`src/rtl/rsa_job_sequencer.sv`:
```
// rsa_job_sequencer
//
// Initiator-side driver for the RSA `control` core. Accepts one job (p, q, mode, message)
// on a valid/ready channel, registers the operands onto the core inputs, sequences the
// core's reset_inverter / reset_mod_exp pulses, waits on the matching finish flags and
// returns the captured msg_out on a valid/ready result channel with an error code.
//
// Optional feature (compile-time macro RSA_ROUNDTRIP_CHECK_EN): for encrypt jobs a second
// decrypt pass is run on the ciphertext and compared with the original message.
//
// Ports:
//   clk, reset_n               clock, asynchronous active-low reset
//   job_valid / job_ready      job handshake; job_p, job_q, job_mode, job_msg operands
//   res_valid / res_ready      result handshake; res_data result, res_err status
//                              (00 ok, 01 timeout, 10 round-trip mismatch)
//   core_p, core_q, core_mode, core_msg      operands to the control core
//   core_reset_inverter, core_reset_mod_exp  one-cycle reset pulses to the control core
//   core_inverter_finish, core_mod_exp_finish, core_msg_out  status/result from the core

module rsa_job_sequencer #(
    parameter int unsigned WIDTH          = 128,
    parameter int unsigned TIMEOUT_CYCLES = 1048576,
    parameter int unsigned TW             = 21
) (
    input  logic                 clk,
    input  logic                 reset_n,

    input  logic                 job_valid,
    output logic                 job_ready,
    input  logic [WIDTH-1:0]     job_p,
    input  logic [WIDTH-1:0]     job_q,
    input  logic                 job_mode,
    input  logic [2*WIDTH-1:0]   job_msg,

    output logic                 res_valid,
    input  logic                 res_ready,
    output logic [2*WIDTH-1:0]   res_data,
    output logic [1:0]           res_err,

    output logic [WIDTH-1:0]     core_p,
    output logic [WIDTH-1:0]     core_q,
    output logic                 core_mode,
    output logic [2*WIDTH-1:0]   core_msg,
    output logic                 core_reset_inverter,
    output logic                 core_reset_mod_exp,
    input  logic                 core_inverter_finish,
    input  logic                 core_mod_exp_finish,
    input  logic [2*WIDTH-1:0]   core_msg_out
);

    typedef enum logic [2:0] {
        StIdle,
        StInvRst,
        StInvBlank,
        StInvWait,
        StExpRst,
        StExpBlank,
        StExpWait,
        StDone
    } state_e;

    localparam logic [TW-1:0] TmoLimit = TW'(TIMEOUT_CYCLES);

    state_e        state_q;
    logic [TW-1:0] tmo_q;
    logic          timed_out;

`ifdef RSA_ROUNDTRIP_CHECK_EN
    logic               pass2_q;
    logic [2*WIDTH-1:0] orig_msg_q;
`endif

    assign timed_out = (tmo_q == TmoLimit);

    always_ff @(posedge clk or negedge reset_n) begin
        if (!reset_n) begin
            state_q             <= StIdle;
            tmo_q               <= '0;
            job_ready           <= 1'b1;
            res_valid           <= 1'b0;
            res_data            <= '0;
            res_err             <= 2'b00;
            core_p              <= '0;
            core_q              <= '0;
            core_mode           <= 1'b0;
            core_msg            <= '0;
            core_reset_inverter <= 1'b0;
            core_reset_mod_exp  <= 1'b0;
`ifdef RSA_ROUNDTRIP_CHECK_EN
            pass2_q             <= 1'b0;
            orig_msg_q          <= '0;
`endif
        end else begin
            // Reset pulses last exactly one cycle.
            core_reset_inverter <= 1'b0;
            core_reset_mod_exp  <= 1'b0;

            case (state_q)
                StIdle: begin
                    if (job_valid) begin
                        core_p              <= job_p;
                        core_q              <= job_q;
                        core_mode           <= job_mode;
                        core_msg            <= job_msg;
                        job_ready           <= 1'b0;
                        core_reset_inverter <= 1'b1;
                        state_q             <= StInvRst;
`ifdef RSA_ROUNDTRIP_CHECK_EN
                        pass2_q             <= 1'b0;
                        orig_msg_q          <= job_msg;
`endif
                    end
                end

                StInvRst: begin
                    tmo_q   <= '0;
                    state_q <= StInvBlank;
                end

                // Finish may still be high from the previous job here; not sampled.
                StInvBlank: begin
                    tmo_q   <= tmo_q + TW'(1);
                    state_q <= StInvWait;
                end

                // A finish on the limit cycle wins over the timeout.
                StInvWait: begin
                    if (core_inverter_finish) begin
                        core_reset_mod_exp <= 1'b1;
                        state_q            <= StExpRst;
                    end else if (timed_out) begin
                        res_valid <= 1'b1;
                        res_data  <= '0;
                        res_err   <= 2'b01;
                        state_q   <= StDone;
                    end else begin
                        tmo_q <= tmo_q + TW'(1);
                    end
                end

                StExpRst: begin
                    tmo_q   <= '0;
                    state_q <= StExpBlank;
                end

                StExpBlank: begin
                    tmo_q   <= tmo_q + TW'(1);
                    state_q <= StExpWait;
                end

                StExpWait: begin
                    if (core_mod_exp_finish) begin
`ifdef RSA_ROUNDTRIP_CHECK_EN
                        if (!core_mode) begin
                            // Encrypt pass done: feed the ciphertext back for decryption.
                            core_mode           <= 1'b1;
                            core_msg            <= core_msg_out;
                            pass2_q             <= 1'b1;
                            core_reset_inverter <= 1'b1;
                            state_q             <= StInvRst;
                        end else begin
                            res_valid <= 1'b1;
                            state_q   <= StDone;
                            if (pass2_q) begin
                                // core_msg holds the ciphertext from the first pass.
                                res_data <= core_msg;
                                res_err  <= (core_msg_out == orig_msg_q) ? 2'b00 : 2'b10;
                            end else begin
                                res_data <= core_msg_out;
                                res_err  <= 2'b00;
                            end
                        end
`else
                        res_valid <= 1'b1;
                        res_data  <= core_msg_out;
                        res_err   <= 2'b00;
                        state_q   <= StDone;
`endif
                    end else if (timed_out) begin
                        res_valid <= 1'b1;
                        res_data  <= '0;
                        res_err   <= 2'b01;
                        state_q   <= StDone;
                    end else begin
                        tmo_q <= tmo_q + TW'(1);
                    end
                end

                StDone: begin
                    if (res_ready) begin
                        res_valid <= 1'b0;
                        job_ready <= 1'b1;
                        state_q   <= StIdle;
                    end
                end

                default: state_q <= StIdle;
            endcase
        end
    end

endmodule

```
`config.mk`:
```
export PLATFORM = sky130hd
export DESIGN_NAME = rsa_job_sequencer
export DESIGN_NICKNAME = d
export VERILOG_FILES = /design/src/rtl/rsa_job_sequencer.sv
export SDC_FILE = /design/constraint.sdc
export NUM_CORES = 2
export LEC_CHECK = 0
export BUFFER_PORTS_ARGS = -buffer_cell sky130_fd_sc_hd__buf_2
export CORE_AREA = 4 4 597 599
export CTS_CLUSTER_DIAMETER = 100
export DETAILED_ROUTE_END_ITERATION = 16
export DIE_AREA = 0 0 601 603
export PLACE_DENSITY = 0.3
export SLEW_MARGIN = 20
export SYNTH_ARGS = -nofsm -noshare
export SYNTH_HDL_FRONTEND = slang
export SYNTH_SLANG_ARGS = --single-unit
export TNS_END_PERCENT = 5
```
`constraint.sdc`:
```
create_clock -name clk -period 5.8 [get_ports clk]
set_clock_uncertainty 0.2 [all_clocks]
set_input_delay 0.58 -clock clk [delete_from_list [all_inputs] [get_ports clk]]
set_output_delay 0.58 -clock clk [all_outputs]
set_load 0.01 [all_outputs]
```
Yosys cells after proc, flatten, opt, wreduce, memory -nomap -nowiden. Cells that the tools add are included.

Register bits: 799. Bits of input ports: 775. Output and inout bits: 775. Logic and storage cells: 68.

Add/sub/neg operators: 1. Equality and inequality tests: 12. Multiplexer cells: 30. Reduce and logical (&&, ||, !) cells: 13.

Operator list (count): 256-bit two-way mux (3); 256-bit one-hot mux with 2 select lines (1); 21-bit one-hot mux with 4 select lines (1); 21-bit two-way mux (3); 3-bit one-hot mux with 8 select lines (1); 21-bit by 1-bit adder with 21-bit output, second input constant (1); 21-bit == test, second input constant (1); 3-bit two-way mux (5); 3-bit == test, second input constant (4); 1-bit two-way mux (10); 3-bit AND reduction (3); 2-bit inequality test, second input constant (4); 3-bit by 2-bit == test with 1-bit output, second input constant (2); 2-bit two-way mux (3); 2-bit AND reduction (3); 2-bit one-hot mux with 2 select lines (1); 2-bit nonzero test (2); 4-bit nonzero test (1); 2-bit OR reduction (2); 3-bit by 1-bit == test with 1-bit output, second input constant (1); 3-bit logical NOT (1); 1-bit one-hot mux with 3 select lines (1); 3-bit nonzero test (1); 1-bit one-hot mux with 2 select lines (1).

Longest topological paths before layout.
Depth after elaboration: 4. Gate-level depth with buffers: 9. Gate-level depth less buffers: 6.

Worst setup path after synthesis. Ideal clock, no wire load.

Path kind: register to register. From: register tmo_q[0]. To: register res_valid. Setup time: 124 ps. Arrival: 1723 ps. Required time: 5476 ps. Setup slack: 3753 ps. Cell stages (with the launch flop): 10. Path buffers: 3. Clock period less this slack: 2047 ps. Cell sequence: dfrtp_1 > inv_1 > ha_1 > nor4b_2 > and3_1 > and4b_1 > buf_4 > buf_8 > buf_6 > a211o_1.

Longest elaborated chain between the ends: 4. Elaborated cells on any way between the ends: 5. Those cells by class: eq/ne (1); mux (4).

Ends and longest elaborated chain: from (decl) (line 65) `logic [TW-1:0] tmo_q;`; from (signal assigned) (line 122) `tmo_q <= tmo_q + TW'(1);`; from (signal assigned) (line 137) `tmo_q <= tmo_q + TW'(1);`; from (signal assigned) (line 147) `tmo_q <= tmo_q + TW'(1);`; 21-bit == test * (line 73) `assign timed_out = (tmo_q == TmoLimit);`; 1-bit two-way mux *; 1-bit two-way mux (on tied branches); 1-bit one-hot mux with 3 select lines *; to (signal assigned) (line 80) `res_valid <= 1'b0;`; to (signal assigned) (line 132) `res_valid <= 1'b1;`; to (signal assigned) (line 174) `res_valid <= 1'b1;`; to (decl) (line 35) `output logic res_valid,`.

Every way passes the cells marked *; elsewhere a longest branch is shown, timed or not. The select of a mux whose other input is x is not followed. A chain may end at the register's enable or synchronous reset.

Worst setup path after layout.
From: register tmo_q[0]. To: register state_q[0].

Longest elaborated chain between the ends: 4. Elaborated cells on any way between the ends: 5. Those cells by class: eq/ne (1); mux (4).

Ends and longest elaborated chain: 21-bit == test * (line 73); 3-bit two-way mux *; 3-bit two-way mux (on tied branches); 3-bit one-hot mux with 8 select lines *; to (signal assigned) (line 77) `state_q <= StIdle;`; to (signal assigned) (line 107) `state_q <= StInvRst;`; to (signal assigned) (line 117) `state_q <= StInvBlank;`; to (decl) (line 64) `state_e state_q;`.

Every way passes the cells marked *; elsewhere a longest branch is shown, timed or not.

==> run_results.csv <==
group,metric,value,unit
status,status,"finished, final reports clean",
placement,gp_congestion,0.9065,
grt,gr-usage-all-layers,0.1373,
run,cap_violations,0,
routing,drc,0,
timing,setup_viol,0,
clock_network,postCtsHoldBufs,775,
floorplanning,die_y,603,um
synth,ys_ff_latch,799,
routing,vias_per_cell,3.164,
clock_network,cts-root-buf,"clkbuf_16",
power_and_ir_drop,p_total,28.07,mW
timing,timing.final.crit_share,0.5847,
synth,synth_nets,3156,
timing,max_freq,0.2949,GHz
timing,min_period,3.391,ns
timing,worstMarginPinSlew,1.152,ns
synth,synth_area,30820,sq um
clock_network,clock-sinks,799,
placement,dp_hpwl,220400,um
worst_setup_path,r2r_slack,2.41,ns
worst_setup_path,arrival,3.95,ns
clock_network,worstSkewPairLatency,0.82,ns
synth,synth_edf_count,0,
cells_and_area,instances_no_fill,9541,
worst_setup_path,start_kind,"flop",
worst_setup_path,cp_top_family,"simple AND/OR/NAND/NOR gates",
floorplanning,initial_core_util,0.08773,
cells_and_area,syn2layout_area_growth,81.67,%
clock_network,cts_buffers,119,
clock_network,clk_pin_slew,0.06,ns
cells_and_area,finalNetCount,5493,
worst_setup_path,critPathCaptureType,"flop",
worst_setup_path,cp_num_buf_inv,3,
clock_network,htree_levels,3,
synth,async_flop_share,1.000,
floorplanning,rows,218,
worst_hold_path,hold_path.class,"input port to flop",
synth,yosysWarnings,0,
power_and_ir_drop,p_per_area,501.2,nW/um^2
power_and_ir_drop,leakagePower,25.35,nW
routing,wl_per_cell,27.10,um
synth,ys.flop_type,"dfrtp_1",
timing,fin_tns_setup,0,ns
routing,vias,30190,
synth,synth_cells,2379,
routing,antenna_left,0,
power_and_ir_drop,irDropWorstVdd,0.0002572,V
worst_setup_path,path_cells,"inv_1 > ha_1 > nor4b_2 > and3_1 > and4b_4 > buf_4 > a21o_1 > dlygate4sd3_1",
clock_network,cts_resized,0,
timing,rsz0062_at_grt,"no",
worst_setup_path,cp_max_fo,58,
grt,antenna_found_initial,326,
worst_setup_path,worstPathRequired,6.36,ns
placement,portBuffers,1549,
grt,grt_pass1_wl,330800,um
grt,grt_pass1_vias,31430,
timing,drv_slew,0,
routing,dr.pass1.iters,5,
placement,dpl.cell_count,8440,
worst_setup_path,worstSetupPathType,"flop to flop",
floorplanning,die_w,601,um
cells_and_area,final_area,55990,sq um
worst_setup_path,cpMaxStageDelayCell,"and4b_4",
clock_network,cts_buffer_depth,4,
floorplanning,top_level_ports,1550,
worst_setup_path,max_stage_delay,0.85,ns
timing,hold_slack,0.1186,ns
grt,overflow,0,
grt,grt_start_max_net_pins,154,
cells_and_area,layout-drive-gt1-share,0.4807,
cells_and_area,n_fill_cell,39590,
synth,synth_cell_types,47,
timing,final-hold-violation-count,0,
routing,drt_iter0_drc,1343,
placement,dpl_worst_slack,2.552,ns
floorplanning,dieArea,362400,sq um
timing,setup_slack,2.409,ns
synth,avgSynthCellArea,12.96,sq um
clock_network,post_cts_buffers,0,
placement,placed_area,44020,sq um
cells_and_area,postLayoutCoreUtil,0.1594,
routing,routed_wl,258600,um
floorplanning,core_area,351300,sq um
clock_network,cts_tree,"done",
timing,slew_headroom,0.2320,
synth,ys_seq_area_frac,0.6488,
==> worst paths after layout <==
kind | from | endpoint | depth (start not counted)
worst max-delay path | tmo_q[0]$_DFFE_PN0P_ | state_q[0]$_DFFE_PN0P_ | 8
worst min-delay path | core_mod_exp_finish | res_data[95]$_DFFE_PN0P_ | 4
worst max register to register | tmo_q[0]$_DFFE_PN0P_ | state_q[0]$_DFFE_PN0P_ | 8
worst min register to register | core_msg[178]$_DFFE_PN0P_ | core_msg[178]$_DFFE_PN0P_ | 1
max in group asynchronous | reset_n | res_data[11]$_DFFE_PN0P_ | 3
min in group asynchronous | reset_n | core_p[127]$_DFFE_PN0P_ | 2
==> cells by family after synthesis <==
kind of cell	after synthesis	share of synthesized area
flops	799	0.6488
compound gates	302	0.05160
xor+xnor	2	0.0005684
mux	519	0.1894
fa+ha+maj	2	0.0008118
buf+inv	157	0.02951
simple gates	598	0.07932
==> routing by layer <==
metal / global-route usage / vias up / routed length (um) / part of all wire
li1: - / 13000 / - / -
met1: 0.1539 / 15070 / 97340 / 0.38
met4: 0.03401 / 60 / 8535 / 0.033
met2: 0.2377 / 1547 / 125600 / 0.49
met3: 0.06014 / 520 / 26710 / 0.10
met5: 0 / - / 369 / 0.0014
==> cell type report <==
class,count,area [sq um],area share
clock inverter,52,524.3,0.009363
multi-input combinational,1423,9931,0.1774
tap,4620,5781,0.1032
inverter,5,18.77,0.0003352
antenna,109,272.8,0.004871
clock buffer,165,3421,0.06109
sequential,799,20000,0.3571
timing repair buffer,2368,16050,0.2866
==> cells in the final DEF (no fill, tap or decap), drive strengths merged, types with 4 or more instances in the layout <==
| cell type | Yosys | final |
|---|---|---|
| or4 | 12 | 12 |
| diode | 0 | 109 |
| mux2 | 514 | 514 |
| clkinv | 0 | 36 |
| nand4 | 5 | 5 |
| nand2 | 528 | 528 |
| o31ai | 13 | 13 |
| and4 | 4 | 4 |
| buf | 117 | 1593 |
| inv | 5 | 13 |
| o21ai | 261 | 261 |
| a21oi | 17 | 17 |
| and3 | 5 | 5 |
| mux2i | 5 | 5 |
| clkbuf | 35 | 165 |
| nand2b | 4 | 4 |
| bufinv | 0 | 6 |
| dfrtp | 798 | 798 |
| nand3 | 13 | 13 |
| dlygate4sd3 | 0 | 775 |
| nor2 | 9 | 9 |
==> registers in the layout (all words and copies together), names as in the netlist <==
name,flops
job_ready,1
core_reset_inverter,1
tmo_q,21
core_msg,256
state_q,3
core_reset_mod_exp,1
core_q,128
res_err,2
res_data,256
core_p,128
core_mode,1
res_valid,1
==> tightest hold or removal path, cell delays in order <==
cell     delay, ns
buf_2         0.13
nor3b_4       0.22
nand2_1       0.09
o21ai_0       0.07
==> report_power, final <==
| part | leakage (nW) | switching, mW | internal (mW) |
|---|---|---|---|
| clock | 1.97 | 3.06 | 4.38 |
| combinational | 13.5 | 6.64 | 4.26 |
| sequential | 9.89 | 1.54 | 8.18 |
| total | 25.3 | 11.2 | 16.8 |
==> Yosys cell counts, types with 2 or more instances <==
master	number	area [sq um]
a21oi_1	17	85.08
and2_1	2	12.51
and3_1	5	31.28
and4_1	4	35.03
buf_1	3	11.26
buf_2	82	410.4
buf_4	9	67.56
buf_6	22	247.7
clkbuf_1	29	108.9
clkbuf_2	6	30.03
dfrtp_1	798	19970
ha_1	2	25.02
inv_1	5	18.77
mux2_2	514	5788
mux2i_1	5	50.05
nand2_1	528	1982
nand2b_1	4	25.02
nand3_1	12	60.06
nand4_1	5	31.28
nand4b_1	2	17.52
nor2_1	8	30.03
nor3_1	2	10.01
nor4_1	3	18.77
nor4b_2	2	30.03
o21a_1	3	22.52
o21ai_0	232	1161
o21ai_1	29	145.1
o31ai_1	13	97.59
or3_1	3	18.77
or4_1	12	90.09
xor2_1	2	17.52
Power figures use the tool's default switching activity.
